[src/rtl/if_mem_ctrl_pkg.sv]
// Shared definitions for the instruction-fetch memory controller: bus widths,
// the all-zero word, fetch FSM encodings and a byte-lane insert helper.
package if_mem_ctrl_pkg;

    localparam int InstAddrBus = 32;
    localparam int InstBus     = 32;

    localparam logic [InstBus-1:0] ZeroWord = 32'h0000_0000;

    typedef enum logic [1:0] {
        ST_IDLE  = 2'd0,
        ST_FETCH = 2'd1,
        ST_DONE  = 2'd2
    } fetch_state_e;

    function automatic logic [InstBus-1:0] put_byte(
        input logic [InstBus-1:0] word,
        input logic [1:0]         lane,
        input logic [7:0]         data
    );
        logic [InstBus-1:0] r;
        r = word;
        r[{lane, 3'b000} +: 8] = data;
        return r;
    endfunction

endpackage

[src/rtl/if_mem_ctrl_if.sv]
// Fetch-stage and byte-wide RAM port signals of if_mem_ctrl; the slave
// modport is the controller's view, master is the fetch stage / RAM side.
interface if_mem_ctrl_if;
    import if_mem_ctrl_pkg::*;

    logic                   req_i;
    logic [InstAddrBus-1:0] pc_i;
    logic                   flush_i;
    logic                   mem_busy_i;
    logic [7:0]             mem_din_i;
    logic [InstAddrBus-1:0] mem_a_o;
    logic                   mem_wr_o;
    logic [InstBus-1:0]     inst_o;
    logic                   pc_done_o;

    modport slave (
        input  req_i, pc_i, flush_i, mem_busy_i, mem_din_i,
        output mem_a_o, mem_wr_o, inst_o, pc_done_o
    );

    modport master (
        output req_i, pc_i, flush_i, mem_busy_i, mem_din_i,
        input  mem_a_o, mem_wr_o, inst_o, pc_done_o
    );

endinterface

[src/rtl/if_mem_ctrl_icache.sv]
// Direct-mapped instruction cache of 32-bit words with a registered lookup;
// only instantiated by if_mem_ctrl when ICACHE_EN is defined.
module if_mem_ctrl_icache import if_mem_ctrl_pkg::*; #(
    parameter int LINES = 128
) (
    input  logic               clk,
    input  logic               rst,
    input  logic               lookup_i,
    input  logic [15:0]        lookup_word_i,
    output logic               hit_o,
    output logic [InstBus-1:0] data_o,
    input  logic               fill_i,
    input  logic [15:0]        fill_word_i,
    input  logic [InstBus-1:0] fill_data_i
);

    localparam int IdxW = $clog2(LINES);
    localparam int TagW = 16 - IdxW;

    logic [LINES-1:0]   valid_q;
    logic [TagW-1:0]    tag_mem [LINES];
    logic [InstBus-1:0] data_mem [LINES];
    logic               hit_q;
    logic [InstBus-1:0] rd_q;

    logic [IdxW-1:0] lk_idx_s;
    logic [TagW-1:0] lk_tag_s;
    logic [IdxW-1:0] fl_idx_s;
    logic [TagW-1:0] fl_tag_s;

    assign lk_idx_s = lookup_word_i[IdxW-1:0];
    assign lk_tag_s = lookup_word_i[15:IdxW];
    assign fl_idx_s = fill_word_i[IdxW-1:0];
    assign fl_tag_s = fill_word_i[15:IdxW];

    // Valid bits and the one-cycle lookup result.
    always_ff @(posedge clk or posedge rst) begin
        if (rst) begin
            valid_q <= {LINES{1'b0}};
            hit_q   <= 1'b0;
            rd_q    <= ZeroWord;
        end else begin
            if (fill_i) begin
                valid_q[fl_idx_s] <= 1'b1;
            end else begin
                valid_q <= valid_q;
            end
            hit_q <= lookup_i && valid_q[lk_idx_s] && (tag_mem[lk_idx_s] == lk_tag_s);
            rd_q  <= data_mem[lk_idx_s];
        end
    end

    // Tag and data storage; contents are meaningless until the valid bit is set.
    always_ff @(posedge clk) begin
        if (fill_i) begin
            tag_mem[fl_idx_s]  <= fl_tag_s;
            data_mem[fl_idx_s] <= fill_data_i;
        end
    end

    assign hit_o  = hit_q;
    assign data_o = rd_q;

endmodule

[src/rtl/if_mem_ctrl.sv]
// Instruction-fetch controller: assembles a 32-bit word from four byte reads.
// Optional instruction cache enabled by defining the macro ICACHE_EN.
module if_mem_ctrl import if_mem_ctrl_pkg::*; #(
    parameter int ICACHE_LINES = 128
) (
    input logic          clk,
    input logic          rst,
    if_mem_ctrl_if.slave bus
);

    if (ICACHE_LINES < 2 || ICACHE_LINES > 65536 ||
        (ICACHE_LINES & (ICACHE_LINES - 1)) != 0) begin : g_lines_check
        $error("ICACHE_LINES must be a power of two between 2 and 65536");
    end

    fetch_state_e state_q, state_d;

    logic [InstAddrBus-1:0] fpc_q, fpc_d;
    logic [2:0]             issue_q, issue_d;
    logic [2:0]             recv_q, recv_d;
    logic                   inflight_q, inflight_d;
    logic                   pend_q, pend_d;
    logic [InstBus-1:0]     buf_q, buf_d;
    logic [InstBus-1:0]     inst_q, inst_d;
    logic [InstAddrBus-1:0] mem_a_q, mem_a_d;
    logic                   pc_done_q, pc_done_d;

    logic               accept_s;
    logic               issue_go_s;
    logic               capture_s;
    logic               last_byte_s;
    logic               hit_s;
    logic [InstBus-1:0] hit_data_s;

    assign accept_s    = (state_q == ST_IDLE) && bus.req_i && !bus.flush_i;
    assign issue_go_s  = (state_q == ST_FETCH) && !bus.flush_i && !bus.mem_busy_i &&
                         (issue_q < 3'd4) && !hit_s;
    assign capture_s   = (state_q == ST_FETCH) && !bus.flush_i && pend_q;
    assign last_byte_s = capture_s && (recv_q == 3'd3);

`ifdef ICACHE_EN
    // Lookup happens on the accepting edge; the hit is seen in the first FETCH cycle.
    if_mem_ctrl_icache #(
        .LINES(ICACHE_LINES)
    ) u_icache (
        .clk          (clk),
        .rst          (rst),
        .lookup_i     (accept_s),
        .lookup_word_i(bus.pc_i[17:2]),
        .hit_o        (hit_s),
        .data_o       (hit_data_s),
        .fill_i       (last_byte_s),
        .fill_word_i  (fpc_q[17:2]),
        .fill_data_i  (buf_d)
    );
`else
    assign hit_s      = 1'b0;
    assign hit_data_s = ZeroWord;
`endif

    // State register.
    always_ff @(posedge clk or posedge rst) begin
        if (rst) begin
            state_q <= ST_IDLE;
        end else begin
            state_q <= state_d;
        end
    end

    // Next-state logic; flush always wins and returns to IDLE.
    always_comb begin
        state_d = state_q;
        case (state_q)
            ST_IDLE: begin
                if (accept_s) begin
                    state_d = ST_FETCH;
                end else begin
                    state_d = ST_IDLE;
                end
            end
            ST_FETCH: begin
                if (bus.flush_i) begin
                    state_d = ST_IDLE;
                end else if (hit_s || last_byte_s) begin
                    state_d = ST_DONE;
                end else begin
                    state_d = ST_FETCH;
                end
            end
            ST_DONE: state_d = ST_IDLE;
            default: state_d = ST_IDLE;
        endcase
    end

    // Datapath and registered-output next values.
    always_comb begin
        fpc_d      = fpc_q;
        issue_d    = issue_q;
        recv_d     = recv_q;
        buf_d      = buf_q;
        inst_d     = inst_q;
        mem_a_d    = mem_a_q;
        inflight_d = issue_go_s;
        pend_d     = inflight_q && !bus.flush_i;
        pc_done_d  = 1'b0;

        if (accept_s) begin
            fpc_d   = bus.pc_i;
            issue_d = 3'd0;
            recv_d  = 3'd0;
            buf_d   = ZeroWord;
        end else begin
            fpc_d = fpc_q;
        end

        if (issue_go_s) begin
            mem_a_d = fpc_q + {29'd0, issue_q};
            issue_d = issue_q + 3'd1;
        end else begin
            mem_a_d = mem_a_q;
        end

        if (capture_s) begin
            buf_d  = put_byte(buf_q, recv_q[1:0], bus.mem_din_i);
            recv_d = recv_q + 3'd1;
        end else begin
            recv_d = recv_d;
        end

        // inst_o only changes on the edge that enters DONE.
        if ((state_q == ST_FETCH) && (state_d == ST_DONE)) begin
            pc_done_d = 1'b1;
            inst_d    = hit_s ? hit_data_s : buf_d;
        end else begin
            pc_done_d = 1'b0;
        end
    end

    // Datapath and output registers.
    always_ff @(posedge clk or posedge rst) begin
        if (rst) begin
            fpc_q      <= ZeroWord;
            issue_q    <= 3'd0;
            recv_q     <= 3'd0;
            inflight_q <= 1'b0;
            pend_q     <= 1'b0;
            buf_q      <= ZeroWord;
            inst_q     <= ZeroWord;
            mem_a_q    <= ZeroWord;
            pc_done_q  <= 1'b0;
        end else begin
            fpc_q      <= fpc_d;
            issue_q    <= issue_d;
            recv_q     <= recv_d;
            inflight_q <= inflight_d;
            pend_q     <= pend_d;
            buf_q      <= buf_d;
            inst_q     <= inst_d;
            mem_a_q    <= mem_a_d;
            pc_done_q  <= pc_done_d;
        end
    end

    assign bus.mem_a_o   = mem_a_q;
    assign bus.mem_wr_o  = 1'b0;
    assign bus.inst_o    = inst_q;
    assign bus.pc_done_o = pc_done_q;

endmodule

[src/flat_wrapper.sv]
// flat-port wrapper written by rule: the top's interface ports become plain ports
module if_mem_ctrl_flat import if_mem_ctrl_pkg::*;
#(
    parameter int ICACHE_LINES = 128
)
  (clk, rst, bus_req_i, bus_pc_i, bus_flush_i, bus_mem_busy_i, bus_mem_din_i, bus_mem_a_o, bus_mem_wr_o, bus_inst_o, bus_pc_done_o);
  if_mem_ctrl_if bus_i ();
  input logic clk;
  input logic rst;
  input wire logic [$bits(bus_i.req_i)-1:0] bus_req_i;
  input wire logic [$bits(bus_i.pc_i)-1:0] bus_pc_i;
  input wire logic [$bits(bus_i.flush_i)-1:0] bus_flush_i;
  input wire logic [$bits(bus_i.mem_busy_i)-1:0] bus_mem_busy_i;
  input wire logic [$bits(bus_i.mem_din_i)-1:0] bus_mem_din_i;
  output wire logic [$bits(bus_i.mem_a_o)-1:0] bus_mem_a_o;
  output wire logic [$bits(bus_i.mem_wr_o)-1:0] bus_mem_wr_o;
  output wire logic [$bits(bus_i.inst_o)-1:0] bus_inst_o;
  output wire logic [$bits(bus_i.pc_done_o)-1:0] bus_pc_done_o;
  assign bus_i.req_i = bus_req_i;
  assign bus_i.pc_i = bus_pc_i;
  assign bus_i.flush_i = bus_flush_i;
  assign bus_i.mem_busy_i = bus_mem_busy_i;
  assign bus_i.mem_din_i = bus_mem_din_i;
  assign bus_mem_a_o = bus_i.mem_a_o;
  assign bus_mem_wr_o = bus_i.mem_wr_o;
  assign bus_inst_o = bus_i.inst_o;
  assign bus_pc_done_o = bus_i.pc_done_o;
  if_mem_ctrl #(.ICACHE_LINES(ICACHE_LINES)) u_core (.clk(clk), .rst(rst), .bus(bus_i));
endmodule
[config.mk]
export PLATFORM = sky130hd
export DESIGN_NAME = if_mem_ctrl_flat
export DESIGN_NICKNAME = d
export VERILOG_FILES = /design/src/rtl/if_mem_ctrl_pkg.sv /design/src/rtl/if_mem_ctrl_if.sv /design/src/rtl/if_mem_ctrl_icache.sv /design/src/rtl/if_mem_ctrl.sv /design/src/flat_wrapper.sv
export SDC_FILE = /design/constraint.sdc
export NUM_CORES = 1
export LEC_CHECK = 0
export BUFFER_PORTS_ARGS = -buffer_cell sky130_fd_sc_hd__buf_2
export CAP_MARGIN = 20
export CORE_MARGIN = 2
export CORE_UTILIZATION = 47
export CTS_BUF_LIST = sky130_fd_sc_hd__clkbuf_8
export DETAILED_ROUTE_END_ITERATION = 8
export GPL_TIMING_DRIVEN = 0
export PLACE_DENSITY_LB_ADDON = 0.05
export SYNTH_ARGS = -nofsm -noshare
export SYNTH_HDL_FRONTEND = slang
export SYNTH_SLANG_ARGS = --single-unit
[constraint.sdc]
create_clock -name clk -period 6.6 [get_ports clk]
set_clock_uncertainty 0.05 [all_clocks]
set_input_delay 0.33 -clock clk [delete_from_list [all_inputs] [get_ports clk]]
set_output_delay 0.33 -clock clk [all_outputs]
set_load 0.05 [all_outputs]
## Word level (Yosys, flattened, before mapping)

Cells that the tools add are included.

- Logic and storage cells: 45
- Output and inout port bits: 66
- Bits in registers: 139

- Shifts and indexed selects: 2
- Reduce and logical (&&, ||, !) cells: 14
- Order comparisons: 1
- Eq/ne operators: 3
- Add/subtract/negate cells: 4
- Multiplexer cells: 11

Operators by type and width:

| kind | count |
|---|---|
| $mux 32 | 2 |
| $add 32x3->32 | 1 |
| $bwmux 32 | 1 |
| $shift 8x7->32 const A | 1 |
| $shiftx 8x7->32 | 1 |
| $logic_and 1x1->1 | 9 |
| $mux 3 | 3 |
| $neg 5->7 | 1 |
| $add 3x1->3 const B | 2 |
| $mux 2 | 2 |
| $pmux 2 s2 | 1 |
| $reduce_bool 2->1 | 2 |
| $eq 3x2->1 const B | 1 |
| $lt 3x3->1 const B | 1 |
| $eq 2x1->1 const B | 1 |
| $eq 2x2->1 const B | 1 |
| $logic_not 1->1 | 2 |
| $logic_not 2->1 | 1 |
| $mux 1 | 2 |

## Longest topological paths before layout

- Depth in word-level cells: 10
- Mapped depth: 9
- Mapped depth without buffers: 8

## Worst setup path after synthesis

No wires, ideal clock.

- Kind: reg-to-reg
- From: register u_core.issue_q[0]
- To: register u_core.mem_a_q[10] (netlist: u_core.bus.mem_a_o[10])
- Required time: 6,418 ps
- Stages on the path, launching flop included: 9
- Slack: 4,632 ps
- Arrival: 1,786 ps
- Cells stage by stage: dfrtp_1 > ha_1 > inv_1 > fa_1 > nor2b_1 > o21ai_1 > or3_1 > xor2_1 > o21ai_1

- Word-level cells in the longest chain between the ends: 2
- Elaborated cells between the ends (all ways): 3
- Those cells by class: add/sub: 1; order compare: 1; reduce/logical: 1

Ends and longest elaborated chain:

| element | RTL line | text |
|---|---|---|
| start, declared | if_mem_ctrl.sv:19 | `logic [2:0] issue_q, issue_d;` |
| start signal, assigned | if_mem_ctrl.sv:153 | `issue_q <= issue_d;` |
| branches (longest 2 deep; another with $add 32x3->32) | n/a |  |
| end signal, assigned | if_mem_ctrl.sv:149 | `mem_a_q <= ZeroWord;` |
| end signal, assigned | if_mem_ctrl.sv:159 | `mem_a_q <= mem_a_d;` |
| end, declared | if_mem_ctrl.sv:25 | `logic [InstAddrBus-1:0] mem_a_q, mem_a_d;` |

Parallel ways; which one is timed is not known.
A chain may end at the register's enable or synchronous reset.

## Worst setup path after layout

Same ends and word-level chain as after synthesis.

==> impl_table.tex <==
\begin{tabular}{lr}
\hline
Metric & Value \\
\hline
\multicolumn{2}{l}{\textbf{Synthesis}} \\
Most frequent cells after synthesis & dfrtp\_1, nand2\_1, o21ai\_1 \\
Predominant post-synthesis flop cell & dfrtp\_1 \\
Leading post-synthesis cells by cell area & dfrtp\_1, nand2\_1, mux2\_4, a22o\_1, xor2\_1 \\
Count of distinct cell types in the synthesized netlist & 42 \\
Cell taking the most area after synthesis & dfrtp\_1 \\
Register bit count reported by yosys & between 100 and 150 \\
Number of instances in the synthesized netlist & 536 \\
Share of Yosys cell area claimed by the top area cell type & 57.0\% \\
Number of enable flip-flop cells after synthesis & 0 \\
Yosys warns & 0 \\
Async SR Flop Fraction & 100\% \\
Avg Inst Size Synth & approximately 11 um\^{}2 \\
Syn nets & approximately 590 \\
Post-synth design cell area & 6100 um\^{}2 \\
Sequential share of the synthesized area & $\sim$57\% \\
Top-count cell post-synth & dfrtp\_1 \\
\multicolumn{2}{l}{\textbf{Worst setup path}} \\
Critical path data arrival time & 2.53 ns \\
Cell-by-cell listing of the critical path & ha\_1 -> inv\_1 -> fa\_1 -> nor2b\_1 -> o21ai\_1 -> or3\_1 -> xor2\_1 -> o21ai\_1 \\
Critical-path maximum fanout & 4 \\
Type of the setup path with the least slack & flop to flop \\
Worst-path cell with the longest stage delay & dfrtp\_1 \\
Worst path required time & 6.86 ns \\
Worst Path Buf+Inv & 1 \\
Top cell by count, worst path & o21ai\_1 \\
CP top delay family & simple AND/OR/NAND/NOR gates \\
Critical Path Max Stage Delay & roughly 0.4 ns \\
Setup crit end kind & flop \\
Startpoint types & flop \\
\multicolumn{2}{l}{\textbf{Timing}} \\
Final Max Slew Viols & 0 \\
Relative slew slack & approximately 52\% \\
Worst-Margin Slew & $\sim$0.7 ns \\
Final period demand of the worst path & between 2 and 2.5 ns \\
Final worst setup slack & 4.33 ns \\
Final setup violating endpoints & 0 \\
Hold slack & roughly 0.035 ns \\
Setup repair after global routing missed its margin & false \\
Final-layout setup total negative slack & 0 ns \\
Part of the cycle the worst path needs & 34.4\% \\
Highest clock rate & 440 MHz \\
Final Hold Fails & 0 \\
\multicolumn{2}{l}{\textbf{Worst hold path}} \\
Path type of the worst min-delay path & input port to flop \\
\multicolumn{2}{l}{\textbf{Clocking}} \\
Post-CTS resize count & 0 \\
Clock network latency to the later pin of the worst-skew pair & around 0.44 ns \\
Cell at the root of the clock tree & clkbuf\_8 \\
Htree depth & 4 \\
Clock transition at the register clock pins on the worst setup and hold paths after CTS & 0.07 ns \\
Number of buffers inserted by post-CTS setup repair & 0 \\
CTS tree & yes \\
Sinks on Clock Net & 139 \\
Number of buffers created by CTS & 17 \\
Clock Path Buffers & 2 \\
\multicolumn{2}{l}{\textbf{Drt}} \\
Total wire length after detailed routing & 13,700 um \\
Final routed wire length divided by cell count & 16.0 um \\
Count of routing violations after the opening detailed-route iteration & 169 \\
Routed vias & 4,352 \\
Post-DRT Antenna Nets & 0 \\
Detailed Routing Iterations Pass 1 & 4 \\
Detailed-route DRC error count & 0 \\
Avg Vias per Cell & between 5 and 6 \\
\multicolumn{2}{l}{\textbf{Die}} \\
Io pins & 111 \\
Die W & 118 um \\
Height of the die & 118 um \\
Effective utilization at floorplan & 48.3\% \\
Core Rows & 41 \\
Total Die Area & 13,900 um\^{}2 \\
Total core area & 12,600 um\^{}2 \\
\multicolumn{2}{l}{\textbf{Global routing}} \\
Wire length of the first global-routing pass & 22,900 um \\
Total global-route track usage & 20.9\% \\
Number of global-route vias before repair & 4,420 \\
Maximum number of pins on one net before global-route repair & 72 \\
Antenna violations before repair & 0 \\
GR Overflow Total & 0 \\
\multicolumn{2}{l}{\textbf{Placement}} \\
Post-placement worst setup slack & $\sim$4.4 ns \\
IO buf count & between 100 and 150 \\
Total half-perimeter wirelength after legalization and detailed placement & 9880 um \\
Final weighted congestion in routability-driven placement & 0.796 \\
\multicolumn{2}{l}{\textbf{Power}} \\
Power per Cell Area & 297 nW/um\^{}2 \\
Post-layout power & $\sim$2.2 mW \\
Worst ir drop on vdd & 0.185 mV \\
Leakage Power & $\sim$3.8 nW \\
\multicolumn{2}{l}{\textbf{Final layout}} \\
Area growth syn-to-layout & 20.3\% \\
Fin nets & 732 \\
Fraction of layout instances using a drive strength above 1 & 28.2\% \\
ANT cells & 0 \\
\multicolumn{2}{l}{\textbf{Run status}} \\
Outcome & finished clean \\
\multicolumn{2}{l}{\textbf{Job}} \\
Maximum capacitance violations & 0 \\
\hline
\end{tabular}
-- kinds of logic after synthesis --
| group | after synthesis | share of synthesized area (%) |
|---|---|---|
| AO/OA/AOI/OAI | 80 | 8.88 |
| other | 1 | 0.0615 |
| XOR/XNOR | 30 | 4.31 |
| buffers and inverters | 37 | 3.59 |
| adder cells (fa/ha/maj) | 11 | 2.38 |
| flip-flops | 139 | 57.0 |
| AND/OR/NAND/NOR | 206 | 16.1 |
| multiplexers | 32 | 7.63 |
-- where the power goes --
group	switching (mW)	internal, mW	total (mW)
combinational	0.391	0.137	0.528
clock	0.295	0.311	0.606
sequential	0.0856	0.959	1.04
-- metrics by stage --
stage / instances / area [um^2] / utilization (%)
floorplan: 536 / 6100 / -
global placement: 817 / 6860 / 54.4
detailed placement: 818 / 6890 / 54.6
CTS: 857 / 7340 / 58.1
global route: 857 / 7340 / 58.1
finish: 857 / 7340 / 58.1
-- worst register-to-register path, stage by stage, from the launching register on --
cell and delay [ns]:
dfrtp_1 0.40, ha_1 0.20, inv_1 0.06, fa_1 0.39, nor2b_1 0.24, o21ai_1 0.17
or3_1 0.40, xor2_1 0.17, o21ai_1 0.08
-- state kept, by name, summed over array words and instances, names as in the netlist --
name and flops:
u_core.buf_q 32, u_core.bus.inst_o 32, u_core.bus.mem_a_o 32, u_core.fpc_q 32, u_core.issue_q 3, u_core.recv_q 3, u_core.state_q 2, u_core.bus.pc_done_o 1
u_core.inflight_q 1, u_core.pend_q 1
-- timing repair --
item | CTS | global route
setup endpoints to repair | 0 | 0
hold buffers | 11 | 0
endpoints found under the hold margin | 80 | 0
-- cell type report --
cell class | instances | area [um^2]
plain buffers | 27 | 181
flip-flops and latches | 139 | 3480
inverters | 10 | 42.5
fillers | 1093 | 5280
multi-input cells | 360 | 2400
clock inverters | 8 | 58.8
repair buffers | 121 | 683
well taps | 172 | 215
clock buffers | 20 | 275
-- per-layer routing --
metal,wire length (um),track usage [%],up-vias
li1,-,-,2109
met1,6010,26.1,2110
met2,6830,35.5,111
met3,608,4.84,22
met4,255,7.91,0
met5,0,0,-
-- worst paths after layout --
check	from	to	slack [ns]	cells past startpoint
setup / recovery	u_core.issue_q[0]$_DFFE_PP0P_	u_core.bus.mem_a_o[10]$_DFFE_PP0P_	4.33	8
hold / removal	bus_pc_i[31]	u_core.fpc_q[31]$_DFFE_PP0P_	0.04	3
setup reg to reg	u_core.issue_q[0]$_DFFE_PP0P_	u_core.bus.mem_a_o[10]$_DFFE_PP0P_	4.33	8
hold reg to reg	u_core.bus.mem_a_o[0]$_DFFE_PP0P_	u_core.bus.mem_a_o[0]$_DFFE_PP0P_	0.42	2
max in group asynchronous	rst	u_core.fpc_q[11]$_DFFE_PP0P_	5.22	4
min in group asynchronous	rst	u_core.bus.inst_o[9]$_DFFE_PP0P_	0.50	3
-- layout by cell type (no fill, tap or decap), drive strengths merged, types with 3 or more instances in the layout --
master,netlist,routed
buf,22,132
ha,10,10
and3,12,12
nand4,14,14
xor2,23,23
mux2,32,32
and2,6,6
nand3,12,12
inv,10,15
nor2,7,7
o21ai,41,41
dfrtp,139,139
xnor2,7,7
nand2,134,134
clkbuf,5,25
and4,9,9
dlygate4sd3,0,11
a22o,34,34
a21oi,3,3
Power figures use the tool's default switching activity.
